**src/rtl/cdb_arbiter_pkg.sv**
```systemverilog
`default_nettype none
// +----------------------------------------------------------------------+
// | Module  : cdb_arbiter_pkg                                            |
// | Brief   : Shared widths and requester ids for the CDB arbiter.       |
// | Revision: 1.0  initial release                                       |
// +----------------------------------------------------------------------+
package cdb_arbiter_pkg;

    localparam int ROB_WIDTH_BIT = 5;
    localparam int CDB_NUM_REQ   = 3;
    localparam int CDB_SRC_BIT   = 2;

    typedef enum logic [CDB_SRC_BIT-1:0] {
        CDB_SRC_ALU = 2'd0,
        CDB_SRC_LSB = 2'd1,
        CDB_SRC_MUL = 2'd2
    } cdb_src_e;

    // Round-robin successor, wrapping from the last requester back to 0.
    function automatic logic [CDB_SRC_BIT-1:0] cdb_next_src(
        input logic [CDB_SRC_BIT-1:0] src,
        input int                     num_req
    );
        return (int'(src) == num_req - 1) ? '0 : src + 1'b1;
    endfunction

endpackage
`default_nettype wire

```
**src/rtl/cdb_queue.sv**
```systemverilog
`default_nettype none
// +----------------------------------------------------------------------+
// | Module  : cdb_queue                                                  |
// | Brief   : Small per-requester result FIFO with synchronous flush.    |
// | Revision: 1.0  initial release                                       |
// +----------------------------------------------------------------------+
module cdb_queue #(
    parameter int DEPTH_BIT = 1,
    parameter int DATA_W    = 37
) (
    input  logic              clk_in,
    input  logic              rst_n_in,
    input  logic              flush,
    input  logic              push,
    input  logic              pop,
    input  logic [DATA_W-1:0] push_data,
    output logic [DATA_W-1:0] head,
    output logic              empty,
    output logic              full
);
    import cdb_arbiter_pkg::*;

    localparam int c_DEPTH = 1 << DEPTH_BIT;

    logic [DATA_W-1:0]    r_mem [c_DEPTH];
    logic [DEPTH_BIT-1:0] r_wr_ptr;
    logic [DEPTH_BIT-1:0] r_rd_ptr;
    logic [DEPTH_BIT:0]   r_count;
    logic                 w_do_push;
    logic                 w_do_pop;

    assign empty     = (r_count == '0);
    assign full      = (r_count == (DEPTH_BIT+1)'(c_DEPTH));
    assign w_do_push = push && !full;
    assign w_do_pop  = pop && !empty;
    assign head      = r_mem[r_rd_ptr];

    always_ff @(posedge clk_in or negedge rst_n_in) begin
        if (!rst_n_in) begin
            r_wr_ptr <= '0;
            r_rd_ptr <= '0;
            r_count  <= '0;
        end else if (flush) begin
            r_wr_ptr <= '0;
            r_rd_ptr <= '0;
            r_count  <= '0;
        end else begin
            if (w_do_push) r_wr_ptr <= r_wr_ptr + 1'b1;
            if (w_do_pop)  r_rd_ptr <= r_rd_ptr + 1'b1;
            case ({w_do_push, w_do_pop})
                2'b10:   r_count <= r_count + 1'b1;
                2'b01:   r_count <= r_count - 1'b1;
                default: r_count <= r_count;
            endcase
        end
    end

    // Storage needs no reset: the count alone decides what is valid.
    always_ff @(posedge clk_in) begin
        if (w_do_push && !flush) r_mem[r_wr_ptr] <= push_data;
    end

endmodule
`default_nettype wire

```
**src/rtl/cdb_arbiter.sv**
```systemverilog
`default_nettype none
// +----------------------------------------------------------------------+
// | Module  : cdb_arbiter                                                |
// | Brief   : Round-robin arbiter driving the registered common data bus.|
// | Revision: 1.0  initial release                                       |
// +----------------------------------------------------------------------+
module cdb_arbiter
    import cdb_arbiter_pkg::*;
#(
    parameter int NUM_REQ   = CDB_NUM_REQ,
    parameter int DEPTH_BIT = 1,
    parameter int ROB_W     = ROB_WIDTH_BIT
) (
    input  logic                     clk_in,
    input  logic                     rst_n_in,
    input  logic                     rdy_in,
    input  logic                     clear,
    input  logic [NUM_REQ-1:0]       req_valid,
    input  logic [NUM_REQ*ROB_W-1:0] req_rob_id,
    input  logic [NUM_REQ*32-1:0]    req_value,
    output logic [NUM_REQ-1:0]       req_ready,
    output logic                     cdb_valid,
    output logic [ROB_W-1:0]         cdb_rob_id,
    output logic [31:0]              cdb_value,
    output logic [CDB_SRC_BIT-1:0]   cdb_src,
    output logic [15:0]              stall_count
);

    localparam int c_DATA_W = ROB_W + 32;
    localparam int c_CNT_W  = $clog2(NUM_REQ + 1);

    logic [c_DATA_W-1:0]    w_head [NUM_REQ];
    logic [NUM_REQ-1:0]     w_empty;
    logic [NUM_REQ-1:0]     w_full;
    logic [NUM_REQ-1:0]     w_push;
    logic [NUM_REQ-1:0]     w_pop;
    logic                   w_advance;
    logic                   w_found;
    logic [CDB_SRC_BIT-1:0] w_win;
    logic [c_CNT_W-1:0]     w_busy_cnt;
    logic                   w_multi;

    logic [CDB_SRC_BIT-1:0] r_rr_ptr;
    logic                   r_cdb_valid;
    logic [ROB_W-1:0]       r_cdb_rob_id;
    logic [31:0]            r_cdb_value;
    logic [CDB_SRC_BIT-1:0] r_cdb_src;
    logic [15:0]            r_stall_count;

    assign w_advance = rdy_in && !clear;

    generate
        for (genvar i = 0; i < NUM_REQ; i++) begin : g_queue
            // Readiness looks only at fullness, never at a same-cycle pop.
            assign req_ready[i] = w_advance && !w_full[i];
            assign w_push[i]    = req_valid[i] && req_ready[i];
            assign w_pop[i]     = w_advance && w_found && (w_win == CDB_SRC_BIT'(i));

            cdb_queue #(
                .DEPTH_BIT (DEPTH_BIT),
                .DATA_W    (c_DATA_W)
            ) u_queue (
                .clk_in    (clk_in),
                .rst_n_in  (rst_n_in),
                .flush     (clear),
                .push      (w_push[i]),
                .pop       (w_pop[i]),
                .push_data ({req_rob_id[i*ROB_W +: ROB_W], req_value[i*32 +: 32]}),
                .head      (w_head[i]),
                .empty     (w_empty[i]),
                .full      (w_full[i])
            );
        end
    endgenerate

    always_comb begin
        w_found = 1'b0;
        w_win   = '0;
        for (int k = 0; k < NUM_REQ; k++) begin
            if (!w_found && !w_empty[(int'(r_rr_ptr) + k) % NUM_REQ]) begin
                w_found = 1'b1;
                w_win   = CDB_SRC_BIT'((int'(r_rr_ptr) + k) % NUM_REQ);
            end
        end
    end

    always_comb begin
        w_busy_cnt = '0;
        for (int k = 0; k < NUM_REQ; k++) begin
            w_busy_cnt = w_busy_cnt + c_CNT_W'(!w_empty[k]);
        end
    end
    assign w_multi = (w_busy_cnt >= c_CNT_W'(2));

    always_ff @(posedge clk_in or negedge rst_n_in) begin
        if (!rst_n_in) begin
            r_rr_ptr      <= '0;
            r_cdb_valid   <= 1'b0;
            r_cdb_rob_id  <= '0;
            r_cdb_value   <= '0;
            r_cdb_src     <= '0;
            r_stall_count <= '0;
        end else if (clear) begin
            r_rr_ptr    <= '0;
            r_cdb_valid <= 1'b0;
        end else if (!rdy_in) begin
            r_cdb_valid <= 1'b0;
        end else begin
            if (w_multi && (r_stall_count != 16'hFFFF)) begin
                r_stall_count <= r_stall_count + 16'd1;
            end
            if (w_found) begin
                r_cdb_valid  <= 1'b1;
                r_cdb_rob_id <= w_head[w_win][32 +: ROB_W];
                r_cdb_value  <= w_head[w_win][31:0];
                r_cdb_src    <= w_win;
                r_rr_ptr     <= cdb_next_src(w_win, NUM_REQ);
            end else begin
                r_cdb_valid <= 1'b0;
            end
        end
    end

    assign cdb_valid   = r_cdb_valid;
    assign cdb_rob_id  = r_cdb_rob_id;
    assign cdb_value   = r_cdb_value;
    assign cdb_src     = r_cdb_src;
    assign stall_count = r_stall_count;

endmodule
`default_nettype wire

```
**config.mk**
```make
export PLATFORM = sky130hd
export DESIGN_NAME = cdb_arbiter
export DESIGN_NICKNAME = d
export VERILOG_FILES = /design/src/rtl/cdb_arbiter_pkg.sv /design/src/rtl/cdb_queue.sv /design/src/rtl/cdb_arbiter.sv
export SDC_FILE = /design/constraint.sdc
export NUM_CORES = 1
export LEC_CHECK = 0
export BUFFER_PORTS_ARGS = -buffer_cell sky130_fd_sc_hd__buf_2
export CAP_MARGIN = 15
export CORE_MARGIN = 2
export CORE_UTILIZATION = 40
export CTS_CLUSTER_SIZE = 28
export DETAILED_ROUTE_END_ITERATION = 12
export GPL_TIMING_DRIVEN = 0
export PLACE_DENSITY_LB_ADDON = 0.15
export SYNTH_ARGS = -nofsm -noshare
export SYNTH_HDL_FRONTEND = slang
export SYNTH_SLANG_ARGS = --single-unit
```
**constraint.sdc**
```tcl
create_clock -name clk_in -period 3 [get_ports clk_in]
set_input_delay 0.45 -clock clk_in [delete_from_list [all_inputs] [get_ports clk_in]]
set_output_delay 0.45 -clock clk_in [all_outputs]
set_load 0.01 [all_outputs]
```
==> results.txt <==
outcome = completed
# fillers = 2602
placed cells = 1373
Final period util = 95.0%
wire per inst = 20.0 µm
Clock Path Buffers = 3
CTS tree = yes
fraction of registers with async set/reset = 24.0%
Worst EP arrival = 3.26 ns
Die Y = 176 µm
# DRC = 0
Slew Viols, Final = 0
proportion of layout cells with a drive suffix above 1 = 29.1%
CTS sink cnt = 292
Initial DRT Pass Iterations = 5
Tmin final = 2.85 ns
CP startpoint kind = flip-flop
Mapped Area = 11800 µm²
Final setup viols = 0
skew final = 0.0262 ns
Total GRT Usage = 18.8%
Required @ worst endpoint = 3.41 ns
antenna violations before repair = 10
largest net degree at the start of global routing = 38
Via Count = 7448
post-DP HPWL = 19.7 mm
Max FO, Critical Path = 10
Leak = 5.52 nW
synthesis-stage register bit count = 292
core area = 28900 µm²
Worst Hold Margin = 0.129 ns
P per Cell Area = 875 nW/µm²
Worst-path clk slew = 0.07 ns
Hold Path End = g_queue[0].u_queue.r_mem[1][23]
RSZ-0062 raised after global routing = false
Root Buffer = clkbuf_16
Routed WL = 28.8 mm
syn nets = 929
Hold Path Origin = req_value[23]
Synth top area share = 56.5%
Layout area overhead = 23.0%
# IOs = 177
synth unique cells = 46
Skew-Pair Late Insertion Delay = 0.51 ns
global-route wire length before repair = 43.8 mm
Max VDD drop = 0.000497 V
Seq/Total Area, Yosys = 71.4%
reg2reg start = r_rr_ptr[0]
Synth area leaders = edfxtp_1 (57%), dfrtp_1 (15%), mux2_2 (3.7%)
Slew HR = 38.1%
Worst R2R Setup Slack = 0.15 ns
H-tree levels = 2
top-count cell post-synth = edfxtp_1
die area = 30900 µm²
cells after synthesis = 807
Nets = 1150
row count = 62
Non-Filler Instances = 1441
Slew @ Worst Pin = 0.928 ns
leading area contributor after synthesis = edfxtp_1
port buffer count = 175
Worst Reg-to-Reg Cells = 10
vias in the first global route = 7495
Warnings, synthesis = 0
number of flops mapped to enable cells by yosys = 222
Min-Delay Path Class = input pin to flip-flop
Initial Util = 40.9%
antenna viol nets, final = 0
Hold Vio Cnt, Final = 0
Die W = 176 µm
Num CTS Buffers = 34
RePlAce Congestion = 0.797
Peak Freq = 351 MHz
r2r endpoint = g_queue[0].u_queue.r_rd_ptr
Syn Area/Cell = 14.6 µm²
synth cell count leaders = edfxtp_1 (222), dfrtp_1 (70), nand2_1 (57), a21oi_1 (49), nand3_1 (48)
hold path depth = 1
max-cap violations = 0
global route overflow = 0
Via density = 5.17
Crit Path Category = flip-flop to flip-flop
Worst Setup End Kind = flip-flop
starting DRC count in detailed routing = 490
ys flop type = edfxtp_1
## how the worst max path moves through the flow
stage | startpoint | slack, ns | endpoint | cells past startpoint
after CTS | r_rr_ptr[0] | 0.0006 | cdb_value[31] | 12
after global placement | rdy_in | -1.83 | g_queue[0].u_queue.r_mem[0][12] | 5
after detailed placement | r_rr_ptr[0] | -0.24 | g_queue[2].u_queue.r_rd_ptr | 11
after global routing | r_rr_ptr[0] | 0.001 | g_queue[0].u_queue.r_rd_ptr | 10
final | r_rr_ptr[0] | 0.15 | g_queue[0].u_queue.r_rd_ptr | 10
after floorplan | rdy_in | -0.33 | g_queue[0].u_queue.r_mem[0][0] | 5
## cell type report
cell class / instances / area, µm² / area share (%)
Buffer: 49 / 226 / 1.56
Multi-Input combinational cell: 454 / 3180 / 21.9
Clock inverter: 18 / 158 / 1.09
Sequential cell: 292 / 8420 / 58.0
Inverter: 11 / 41.3 / 0.285
Tap cell: 384 / 480 / 3.31
Antenna cell: 4 / 10.0 / 0.0690
Timing Repair Buffer: 186 / 1070 / 7.40
Clock buffer: 43 / 926 / 6.38
## layer usage
metal | global-route usage (%) | up-vias | routed length, µm
met1 | 24.7 | 3687 | 12600
met3 | 4.94 | 54 | 1790
li1 | - | 3487 | -
met2 | 31.4 | 208 | 13900
met5 | 0 | - | 82
met4 | 4.24 | 12 | 482
## cells in the final DEF, fill, tap and decap left out, drive strengths merged, types with 4 or more instances in the layout
cell type / instances
mux2i: 41
nand3: 48
o22ai: 4
diode: 4
a211oi: 40
edfxtp: 222
a22oi: 37
nand2b: 4
nor2b: 39
mux2: 39
nor3: 5
clkbuf: 75
buf: 202
xor2: 9
xnor2: 15
clkinv: 14
nand2: 57
inv: 12
nor2: 22
ha: 4
a21oi: 49
o21ai: 7
dfrtp: 70
## stage by stage
step | instance area (µm²) | power [W] | setup WS (ns) | util [%] | setup TNS [ns]
finish | 14500 | 0.0127 | 0.151 | 50.3 | 0
global route | 14500 | 0.0134 | 0.00142 | 50.2 | 0
CTS | 14500 | 0.0128 | 0.000562 | 50.1 | 0
detailed placement | 13400 | 0.00870 | -0.242 | 46.3 | -5.58
global placement | 13200 | 0.00866 | -1.83 | 45.6 | -239.38
floorplan | 11800 | 0.00736 | -0.330 | - | -24.42
## worst max-delay path, cell delays in order (launching register included)
cell and delay [ns]:
dfrtp_1 0.36, inv_1 0.07, ha_1 0.25, o31ai_4 0.34, and3b_1 0.25, or4_4 0.53, a31oi_4 0.23, buf_4 0.25
nand3b_1 0.12, xor2_1 0.16, nor2_1 0.22
## flip-flops by register name, indices dropped and copies added (netlist names)
name	flops
cdb_rob_id	5
cdb_src	2
cdb_valid	1
cdb_value	32
g_queue.u_queue.r_count	6
g_queue.u_queue.r_mem	222
g_queue.u_queue.r_rd_ptr	3
g_queue.u_queue.r_wr_ptr	3
r_rr_ptr	2
stall_count	16
## kinds of logic after synthesis
family | after synthesis | share of synthesized area [%]
flops | 292 | 71.4
simple gates | 195 | 8.33
compound gates | 151 | 8.67
mux | 80 | 7.20
buf+inv | 61 | 2.22
xor+xnor | 24 | 1.78
fa+ha+maj | 4 | 0.424
## power breakdown
group / internal (W) / switching [W]
clock network: 0.00244 / 0.00154
logic: 0.00143 / 0.00226
registers: 0.00477 / 0.000250
## repair_timing
item	CTS	global route
buffers inserted	0	3
hold buffers	1	0
gates cloned	0	0
pin swaps	0	1
setup endpoints to repair	40	44
resized for setup	5	9
hold endpoints to repair	33	0
(Power assumes the default switching activity.)
